File: src/rtl/usb_rx_pkt_ctrl.sv
// Packet-level controller behind the USB receiver: classifies packets, filters tokens by address,
// streams data payload with the CRC16 bytes held back, and emits one-cycle events after packet end.
module usb_rx_pkt_ctrl #(
    parameter int MAX_DATA = 64,
    parameter int CNT_W    = 7
) (
    input  logic        clk,
    input  logic        rst_n,
    input  logic [6:0]  dev_addr_i,
    input  logic [3:0]  xpid_i,
    input  logic [7:0]  xdata_i,
    input  logic        xpacket_i,
    input  logic        xdatastrobe_i,
    input  logic        xcrc5_ok_i,
    input  logic        xcrc16_ok_i,
    output logic        tok_strobe_o,
    output logic [1:0]  tok_pid_o,
    output logic [3:0]  tok_ep_o,
    output logic        sof_strobe_o,
    output logic [10:0] sof_frame_o,
    output logic        rx_valid_o,
    output logic [7:0]  rx_data_o,
    output logic        rx_data1_o,
    output logic        rx_end_o,
    output logic        rx_ok_o,
    output logic        hs_strobe_o,
    output logic [1:0]  hs_pid_o
);

    localparam logic [3:0] PID_OUT   = 4'b0001;
    localparam logic [3:0] PID_IN    = 4'b1001;
    localparam logic [3:0] PID_SOF   = 4'b0101;
    localparam logic [3:0] PID_SETUP = 4'b1101;
    localparam logic [3:0] PID_DATA0 = 4'b0011;
    localparam logic [3:0] PID_DATA1 = 4'b1011;
    localparam logic [3:0] PID_ACK   = 4'b0010;
    localparam logic [3:0] PID_NAK   = 4'b1010;
    localparam logic [3:0] PID_STALL = 4'b1110;

    localparam logic [CNT_W-1:0] N_TWO = CNT_W'(2);
    localparam logic [CNT_W-1:0] N_OVL = CNT_W'(MAX_DATA + 2);
    localparam logic [CNT_W-1:0] N_SAT = CNT_W'(MAX_DATA + 3);

    typedef enum logic [2:0] {S_IDLE, S_TOKEN, S_DATA, S_HSHAKE, S_DISCARD} state_t;

    state_t           state_q, state_d;
    logic             xpacket_q;
    logic [CNT_W-1:0] n_q, n_d;
    logic [3:0]       pid_q, pid_d;
    logic [7:0]       b0_q, b0_d;
    logic [2:0]       b1_q, b1_d;
    logic [7:0]       dly0_q, dly0_d, dly1_q, dly1_d;
    logic             ovl_q, ovl_d;
    logic             armed_q, armed_d;

    logic        tok_strobe_q, tok_strobe_d, sof_strobe_q, sof_strobe_d;
    logic [1:0]  tok_pid_q, tok_pid_d, hs_pid_q, hs_pid_d;
    logic [3:0]  tok_ep_q, tok_ep_d;
    logic [10:0] sof_frame_q, sof_frame_d;
    logic        rx_valid_q, rx_valid_d, rx_data1_q, rx_data1_d;
    logic [7:0]  rx_data_q, rx_data_d;
    logic        rx_end_q, rx_end_d, rx_ok_q, rx_ok_d, hs_strobe_q, hs_strobe_d;

    logic start_w, end_w, strobe_w, open_w, tok_valid_w;

    assign start_w  = xpacket_i & ~xpacket_q;
    assign end_w    = xpacket_q & ~xpacket_i;
    assign open_w   = start_w & (state_q == S_IDLE);
    assign strobe_w = xdatastrobe_i & (state_q != S_IDLE);

    always_ff @(posedge clk or negedge rst_n) begin
        if (!rst_n) state_q <= S_IDLE;
        else        state_q <= state_d;
    end

    always_comb begin
        state_d = state_q;
        if (end_w) begin
            state_d = S_IDLE;
        end else if (open_w) begin
            case (xpid_i)
                PID_OUT, PID_IN, PID_SOF, PID_SETUP: state_d = S_TOKEN;
                PID_DATA0, PID_DATA1:                state_d = armed_q ? S_DATA : S_DISCARD;
                PID_ACK, PID_NAK, PID_STALL:         state_d = S_HSHAKE;
                default:                             state_d = S_DISCARD;
            endcase
        end
    end

    always_comb begin
        n_d = n_q;
        if (open_w)                        n_d = '0;
        else if (strobe_w && n_q != N_SAT) n_d = n_q + CNT_W'(1);
    end

    always_comb begin
        pid_d        = pid_q;
        b0_d         = b0_q;
        b1_d         = b1_q;
        dly0_d       = dly0_q;
        dly1_d       = dly1_q;
        ovl_d        = ovl_q;
        armed_d      = armed_q;
        tok_strobe_d = 1'b0;
        sof_strobe_d = 1'b0;
        rx_valid_d   = 1'b0;
        rx_end_d     = 1'b0;
        rx_ok_d      = 1'b0;
        hs_strobe_d  = 1'b0;
        tok_pid_d    = tok_pid_q;
        tok_ep_d     = tok_ep_q;
        sof_frame_d  = sof_frame_q;
        rx_data_d    = rx_data_q;
        rx_data1_d   = rx_data1_q;
        hs_pid_d     = hs_pid_q;
        tok_valid_w  = 1'b0;

        if (open_w) begin
            pid_d = xpid_i;
            ovl_d = 1'b0;
            if ((xpid_i == PID_DATA0 || xpid_i == PID_DATA1) && armed_q)
                rx_data1_d = xpid_i[3];
        end

        if (strobe_w) begin
            if (state_q == S_TOKEN) begin
                if (n_q == CNT_W'(0)) b0_d = xdata_i;
                if (n_q == CNT_W'(1)) b1_d = xdata_i[2:0];
            end else if (state_q == S_DATA) begin
                // Two-byte delay line keeps the trailing CRC16 bytes off rx_data.
                if (n_q >= N_TWO && n_q < N_OVL) begin
                    rx_valid_d = 1'b1;
                    rx_data_d  = dly1_q;
                end
                if (n_q >= N_OVL) ovl_d = 1'b1;
                dly1_d = dly0_q;
                dly0_d = xdata_i;
            end
        end

        // End evaluation uses the _d view so a byte arriving in the end cycle counts.
        if (end_w) begin
            case (state_q)
                S_TOKEN: begin
                    armed_d     = 1'b0;
                    tok_valid_w = (n_d == N_TWO) && xcrc5_ok_i;
                    if (tok_valid_w && pid_q == PID_SOF) begin
                        sof_strobe_d = 1'b1;
                        sof_frame_d  = {b1_d, b0_d};
                    end else if (tok_valid_w && b0_d[6:0] == dev_addr_i) begin
                        tok_strobe_d = 1'b1;
                        tok_ep_d     = {b1_d, b0_d[7]};
                        case (pid_q)
                            PID_OUT: tok_pid_d = 2'b00;
                            PID_IN:  tok_pid_d = 2'b01;
                            default: tok_pid_d = 2'b11;
                        endcase
                        armed_d = (pid_q != PID_IN);
                    end
                end
                S_DATA: begin
                    rx_end_d = 1'b1;
                    rx_ok_d  = xcrc16_ok_i && (n_d >= N_TWO) && !ovl_d;
                    armed_d  = 1'b0;
                end
                S_HSHAKE: begin
                    armed_d = 1'b0;
                    if (n_d == CNT_W'(0)) begin
                        hs_strobe_d = 1'b1;
                        case (pid_q)
                            PID_ACK: hs_pid_d = 2'b00;
                            PID_NAK: hs_pid_d = 2'b01;
                            default: hs_pid_d = 2'b10;
                        endcase
                    end
                end
                S_DISCARD: armed_d = 1'b0;
                default: ;
            endcase
        end
    end

    // xpacket_q resets high so a packet already in flight at reset release is not seen as a start.
    always_ff @(posedge clk or negedge rst_n) begin
        if (!rst_n) begin
            xpacket_q    <= 1'b1;
            n_q          <= '0;
            pid_q        <= '0;
            b0_q         <= '0;
            b1_q         <= '0;
            dly0_q       <= '0;
            dly1_q       <= '0;
            ovl_q        <= 1'b0;
            armed_q      <= 1'b0;
            tok_strobe_q <= 1'b0;
            tok_pid_q    <= '0;
            tok_ep_q     <= '0;
            sof_strobe_q <= 1'b0;
            sof_frame_q  <= '0;
            rx_valid_q   <= 1'b0;
            rx_data_q    <= '0;
            rx_data1_q   <= 1'b0;
            rx_end_q     <= 1'b0;
            rx_ok_q      <= 1'b0;
            hs_strobe_q  <= 1'b0;
            hs_pid_q     <= '0;
        end else begin
            xpacket_q    <= xpacket_i;
            n_q          <= n_d;
            pid_q        <= pid_d;
            b0_q         <= b0_d;
            b1_q         <= b1_d;
            dly0_q       <= dly0_d;
            dly1_q       <= dly1_d;
            ovl_q        <= ovl_d;
            armed_q      <= armed_d;
            tok_strobe_q <= tok_strobe_d;
            tok_pid_q    <= tok_pid_d;
            tok_ep_q     <= tok_ep_d;
            sof_strobe_q <= sof_strobe_d;
            sof_frame_q  <= sof_frame_d;
            rx_valid_q   <= rx_valid_d;
            rx_data_q    <= rx_data_d;
            rx_data1_q   <= rx_data1_d;
            rx_end_q     <= rx_end_d;
            rx_ok_q      <= rx_ok_d;
            hs_strobe_q  <= hs_strobe_d;
            hs_pid_q     <= hs_pid_d;
        end
    end

    assign tok_strobe_o = tok_strobe_q;
    assign tok_pid_o    = tok_pid_q;
    assign tok_ep_o     = tok_ep_q;
    assign sof_strobe_o = sof_strobe_q;
    assign sof_frame_o  = sof_frame_q;
    assign rx_valid_o   = rx_valid_q;
    assign rx_data_o    = rx_data_q;
    assign rx_data1_o   = rx_data1_q;
    assign rx_end_o     = rx_end_q;
    assign rx_ok_o      = rx_ok_q;
    assign hs_strobe_o  = hs_strobe_q;
    assign hs_pid_o     = hs_pid_q;

endmodule

File: config.mk
export PLATFORM = sky130hd
export DESIGN_NAME = usb_rx_pkt_ctrl
export DESIGN_NICKNAME = d
export VERILOG_FILES = /design/src/rtl/usb_rx_pkt_ctrl.sv
export SDC_FILE = /design/constraint.sdc
export NUM_CORES = 1
export LEC_CHECK = 0
export BUFFER_PORTS_ARGS = -buffer_cell sky130_fd_sc_hd__buf_2
export CAP_MARGIN = 25
export CORE_AREA = 5 5 107 84
export DETAILED_ROUTE_END_ITERATION = 12
export DIE_AREA = 0 0 112 89
export GPL_TIMING_DRIVEN = 0
export MAX_ROUTING_LAYER = met4
export PLACE_DENSITY = 0.72
export SLEW_MARGIN = 10
export SYNTH_ARGS = -nofsm -noshare
export SYNTH_HDL_FRONTEND = slang
export SYNTH_SLANG_ARGS = --single-unit
File: constraint.sdc
create_clock -name clk -period 2.3 [get_ports clk]
set_input_delay 0.46 -clock clk [delete_from_list [all_inputs] [get_ports clk]]
set_output_delay 0.46 -clock clk [all_outputs]
set_load 0.1 [all_outputs]
==> results of run 1 <==
-- layer usage --
metal  up-vias  track usage
met5         -            -
met4         0      0.06550
met3        11      0.04736
met2        82       0.2671
met1      1362       0.2448
li1       1338            -
-- cells in the mapped netlist (all sizes together) (5+ instances only) --
library cell | number | area share
nand2 | 66 | 0.067
nor3 | 8 | 0.014
mux2 | 38 | 0.13
nor4 | 5 | 0.0084
inv | 10 | 0.010
buf | 10 | 0.017
o21ai | 11 | 0.015
xor2 | 12 | 0.028
nand3b | 6 | 0.012
nand3 | 5 | 0.0067
dfrtp | 77 | 0.52
xnor2 | 7 | 0.017
nor2 | 16 | 0.016
-- power by group through the flow --
stage	Sequential [mW]	Clock (mW)	Combinational, mW
6_report	1.90	1.33	1.71
5_1_grt	1.94	1.41	1.84
3_5_place_dp	1.92	0	1.43
2_1_floorplan	2.19	0	0.815
4_1_cts	1.91	1.36	1.52
3_3_place_gp	1.90	0	1.39
-- cells in the final DEF, fill, tap and decap left out, types with 3 or more instances in the layout --
cell type and count:
xnor2_1 7, nor3b_1 3, dfrtp_1 75, nor2b_1 3, nor3_1 5, buf_4 26
bufinv_16 4, nand2_1 65, mux2_2 19, inv_1 9, mux2_4 17, clkbuf_1 3
nor4_1 3, nand3b_1 6, nand3_1 4, xor2_1 12, nand4_1 4, buf_6 6
o21ai_0 10, ha_1 3, buf_2 59, nor2_1 16, clkbuf_8 9
-- worst max-delay path, delay by kind of cell (launching register included) --
family,cells,cell delay [ns]
buffers and inverters,2,0.28
AO/OA/AOI/OAI,1,0.17
AND/OR/NAND/NOR,3,0.97
multiplexers,2,0.56
flip-flops,1,0.38
-- registers in the layout (all words and copies together), names as in the netlist, 2 cells and up --
| name | count |
|---|---|
| b1_q | 3 |
| rx_data_o | 8 |
| sof_frame_o | 11 |
| tok_ep_o | 4 |
| hs_pid_o | 2 |
| tok_pid_o | 2 |
| n_q | 7 |
| dly1_q | 8 |
| pid_q | 4 |
| state_q | 3 |
| dly0_q | 8 |
| b0_q | 8 |
-- timing repair --
action | 4_1_cts | 5_1_grt
setup endpoints to repair | 35 | 40
pin swaps | 5 | 10
buffers inserted | 8 | 17
gates resized for setup | 22 | 13
-- metrics by stage --
stage | instances | hold WS [ns] | setup slack (ns) | utilization | area (µm²)
floorplan | 332 | 0.1644 | -0.1718 | - | 3757
global placement | 495 | 0.4511 | -0.4748 | 0.5398 | 4179
detailed placement | 496 | 0.3983 | -0.5250 | 0.5436 | 4209
CTS | 519 | 0.01111 | -0.1513 | 0.5970 | 4622
global route | 535 | 0.02736 | -0.2689 | 0.6202 | 4802
finish | 535 | 0.01179 | -0.1658 | 0.6202 | 4802
-- worst min-delay path by stage --
stage	start	end	slack, ns	depth (start not counted)
final	rst_n	rx_end_o	0.01	1
after detailed placement	rst_n	rx_data1_o	0.40	1
after global placement	dly1_q[6]	rx_data_o[6]	0.45	2
after CTS	rst_n	rx_end_o	0.01	1
after floorplan	rst_n	armed_q	0.16	0
after global routing	rst_n	rx_end_o	0.03	1
-- kinds of logic (layout without fill, tap and decap cells) --
kind of cell / count (synthesis) / count (layout) / share of synthesized area
buffers and inverters: 23 / 121 / 0.03031
xor gates and xnor gates: 19 / 19 / 0.04480
muxes: 41 / 41 / 0.1334
AOI/OAI and AO/OA: 34 / 34 / 0.07006
DFF: 78 / 78 / 0.5258
and+or+nand+nor: 133 / 133 / 0.1822
adders and majority gates: 4 / 4 / 0.01347
-- cell type report --
cell class | count | area [µm²] | share of cell area
Buffer | 11 | 101.3 | 0.02110
Clock buffer | 10 | 127.6 | 0.02658
Clock inverter | 6 | 133.9 | 0.02788
Inverter | 10 | 37.54 | 0.007817
Multi-Input combinational cell | 231 | 1803 | 0.3755
Sequential cell | 78 | 1956 | 0.4072
Tap cell | 105 | 131.4 | 0.02736
Timing Repair Buffer | 84 | 511.7 | 0.1066
==> metrics.csv, run 1 <==
metric,value,unit
min_period,2.466,ns
required,2.54,ns
skew,0.008118,ns
hold_path.class,input pin to async pin,
status,"complete, but fails checks",
max-cap-violations,0,
synthDistinctLibCells,56,
grt_max_degree,54,
drc,0,
grt_pass1_vias,2742,
crit_arrival,2.71,ns
yosysWarnings,0,
syn_nets,361,
grt-ovfl-total,0,
r2r_slack,-0.17,ns
cts.sinks,78,
synthCells,332,
p_comb_frac,0.345,
die_area,9968,µm²
pwr-share-seq,0.385,
crit_path_start,n_q[3],
wl_met1,3.951,mm
grt_util_all_layers,0.1813,
syn_avg_cell_area,11.19,µm²
worst_pin_slew,0.5430,ns
grt_pass1_wl,13.73,mm
power_switching,1.750,mW
r2r-end,tok_ep_o[1],
nets,454,
nFillCells,609,
first_pass_iters,5,
drive_gt1_frac,0.3977,
slew-limit-headroom,0.6276,
rsz0062_at_grt,yes,
cts_hold_buf,0,
h-tree-depth,3,
r2r_cells,8,
p_int,3.192,mW
cp-start-kind,register,
hpwl,5.721,mm
postRouteWirelength,8.381,mm
violations,setup timing,
dr_wl_met3,514,µm
core,7742,µm²
io_pins,59,
ir_worst_vdd,0.4500,mV
synth.cell_area,3715,µm²
wl_per_cell,15.67,µm
cts_buffers,9,
fin_ws,-0.1658,ns
p_clk_frac,0.270,
area_growth,29.27,%
leakagePower,2.403,nW
antennaDiodeCount,0,
period_share,1.072,
crit_chain,buf_6 > nor4_4 > a211oi_2 > mux2i_1 > nor4b_4 > nor2b_4 > buf_6 > mux2_4,
std_cell_rows,28,
ys_ff_latch,78,
final.setup.tns,-2.277,ns
crit_path_top_delay_cell,nor4_4,
vias,2793,
setup_viol,19,
netSwitchingFraction,0.3541,
die_w,112,µm
cp-end-kind,register,
p_per_area,1029,nW/µm²
antenna_found_initial,0,
yosysSeqAreaShare,0.5258,
crit_path_frequent_cell,buf_6,
drtIter0Drc,137,
synth_flop_cell,dfrtp_1,
initial_core_util,0.4798,
synth_edf_count,0,
root_buffer,clkbuf_8,
p_total,4.942,mW
routed-wl-met2,3.781,mm
clk_latency,0.36,ns
cp_max_fo,7,
async_flop_share,1.000,
port_buffers,58,
crit_path_end,tok_ep_o[1],
cts_tree,yes,
vias_per_cell,5.221,
worstSetupPathType,register to register,
hold_viol,0,
critPathMaxStageDelay,0.45,ns
cts.path.max_buffers,2,
topRoutingLayerUsed,met4,
reg2reg_from,n_q[3],
drv_slew,0,
routabilityCongestion,0.8813,
fp.dieH,89,µm
ant_nets,0,
fmaxAchievable,405.6,MHz
path_clk_slew,0.08,ns
No activity file was read; power rests on OpenSTA's default activity.
==> run 2: changes to the inputs <==
- REMOVE_ABC_BUFFERS: unset -> 1
==> metrics.csv, run 2 (synthesized netlist as in run 1, its figures left out) <==
metric,value,unit,change
r2r-end,sof_frame_o[10],,
max-cap-violations,0,,unchanged
area_growth,27.69,%,
crit_chain,o31ai_4 > buf_4 > nor3_4 > a311oi_2 > buf_4 > nor4b_4 > buf_4 > nand2_8 > mux2_1,,
cp_max_fo,7,,unchanged
fp.dieH,89,µm,unchanged
routabilityCongestion,0.8740,,-0.83%
io_pins,59,,unchanged
power_switching,1.755,mW,+0.31%
place_ws,-0.9524,ns,-0.4274 ns
grt_util_all_layers,0.1989,,+0.01761
largest_reg_flops,11,,unchanged
crit_path_top_delay_cell,dfrtp_2,,
nFillCells,607,,-0.33%
p_clk_frac,0.238,,-0.032
status,"complete, but fails checks",,
crit_arrival,2.60,ns,-0.11 ns
leakagePower,2.376,nW,-1.1%
ir_worst_vdd,0.4708,mV,+4.6%
hold_viol,0,,unchanged
grt_max_degree,56,,+3.7%
hold_path.class,input pin to async pin,,
pwr-share-seq,0.406,,+0.021
regArea,1963,µm²,+0.38%
critPathMaxStageDelay,0.48,ns,+0.03 ns
r2r_cells,9,,+1
cp-start-kind,register,,
vias,2833,,+1.4%
violations,setup timing,,
cp-end-kind,register,,
postRouteWirelength,8.877,mm,+5.9%
worst_pin_slew,0.5339,ns,-0.009094 ns
required,2.54,ns,about the same
h-tree-depth,3,,unchanged
p_comb_frac,0.355,,+0.010
initial_core_util,0.4798,,unchanged
cts.sinks,78,,unchanged
clk_latency,0.35,ns,about the same
grt_pass1_vias,3081,,+12%
cts_buffers,9,,unchanged
std_cell_rows,28,,unchanged
core,7742,µm²,unchanged
netSwitchingFraction,0.3723,,+0.01823
final_common_cell,dfrtp_1,,
period_share,1.028,,-0.04382
drtIter0Drc,128,,-6.6%
first_pass_iters,4,,-1
r2r_slack,-0.06,ns,+0.10 ns
p_int,2.959,mW,-7.3%
cts.path.max_buffers,2,,unchanged
p_per_area,993.8,nW/µm²,-3.4%
grt_pass1_wl,15.11,mm,+10%
nets,454,,unchanged
path_clk_slew,0.08,ns,about the same
setup_viol,18,,-1
root_buffer,clkbuf_8,,
skew,0.005422,ns,-0.002696 ns
fin_ws,-0.06498,ns,+0.1008 ns
port_buffers,58,,unchanged
reg2reg_from,state_q[2],,
grt-ovfl-total,0,,unchanged
hpwl,5.785,mm,+1.1%
drv_slew,0,,unchanged
wl_per_cell,16.56,µm,+5.7%
rsz0062_at_grt,yes,,
drive_gt1_frac,0.4093,,+0.01163
multi_input_area,1804,µm²,about the same
p_total,4.714,mW,-4.6%
vias_per_cell,5.285,,+1.2%
ant_nets,0,,unchanged
layout_common_cells,"dfrtp_1, nand2_1, buf_2",,
min_period,2.365,ns,-0.1008 ns
fmaxAchievable,422.8,MHz,+4.3%
die_w,112,µm,unchanged
drc,0,,unchanged
die_area,9968,µm²,unchanged
worstSetupPathType,register to register,,
crit_path_frequent_cell,buf_4,,
slew-limit-headroom,0.6430,,+0.01534
cts_tree,yes,,
antenna_found_initial,1,,+1
-- run 2: power groups by stage --
stage	logic, mW	clock network [mW]	registers [mW]
finish	1.67	1.12	1.92
CTS	1.62	1.14	1.91
global placement	1.27	0	1.94
detailed placement	1.32	0	1.96
global route	1.83	1.21	1.97
floorplan	0.715	0	2.21
-- run 2: worst max-delay path by stage --
stage,from,endpoint,slack (ns),cells past startpoint
floorplan,n_q[2],tok_ep_o[0],-0.32,6
global placement,state_q[2],tok_pid_o[0],-0.87,6
detailed placement,state_q[2],tok_ep_o[3],-0.95,6
CTS,state_q[0],tok_ep_o[2],-0.04,7
global route,n_q[3],tok_ep_o[0],-0.14,7
finish,state_q[2],sof_frame_o[10],-0.06,9
-- run 2: per-stage QoR --
step             util  instances  area, µm²  setup TNS [ns]  hold WS, ns
4_1_cts        0.6034        529       4672         -0.1941     0.008257
6_report       0.6126        536       4743         -0.6807     0.007558
2_1_floorplan       -        319       3640          -4.172       0.1644
3_5_place_dp   0.5284        483       4091          -14.71       0.3883
3_3_place_gp   0.5246        482       4061          -12.90       0.4520
5_1_grt        0.6126        536       4743          -2.080      0.02246
-- run 2: critical path: cells and delay by family (launching register included) --
kind,cells,cell delay (ns)
buf+inv,3,0.57
simple gates,3,0.20
compound gates,2,0.66
mux,1,0.33
flops,1,0.48
-- run 2: what timing repair did --
item	4_1_cts	5_1_grt
endpoints found under the setup margin	33	28
buffers inserted	29	6
hold buffers	0	0
cloned	1	0
pin swaps	12	4
resized for setup	32	5
-- run 2: area by class of cell --
cell class,count,area share
repair buffers,94,0.1229
well taps,105,0.02770
flip-flops and latches,78,0.4139
clock buffers,9,0.02611
inverters,10,0.007913
multi-input cells,232,0.3804
diodes,1,0.0005276
clock inverters,7,0.02058
-- run 2: per-layer routing --
layer / GRT usage / part of all wire / up-vias
li1: - / - / 1341
met2: 0.3313 / 0.49 / 86
met5: - / 0 / -
met4: 0.06769 / 0.014 / 0
met1: 0.2398 / 0.44 / 1396
met3: 0.05142 / 0.058 / 10
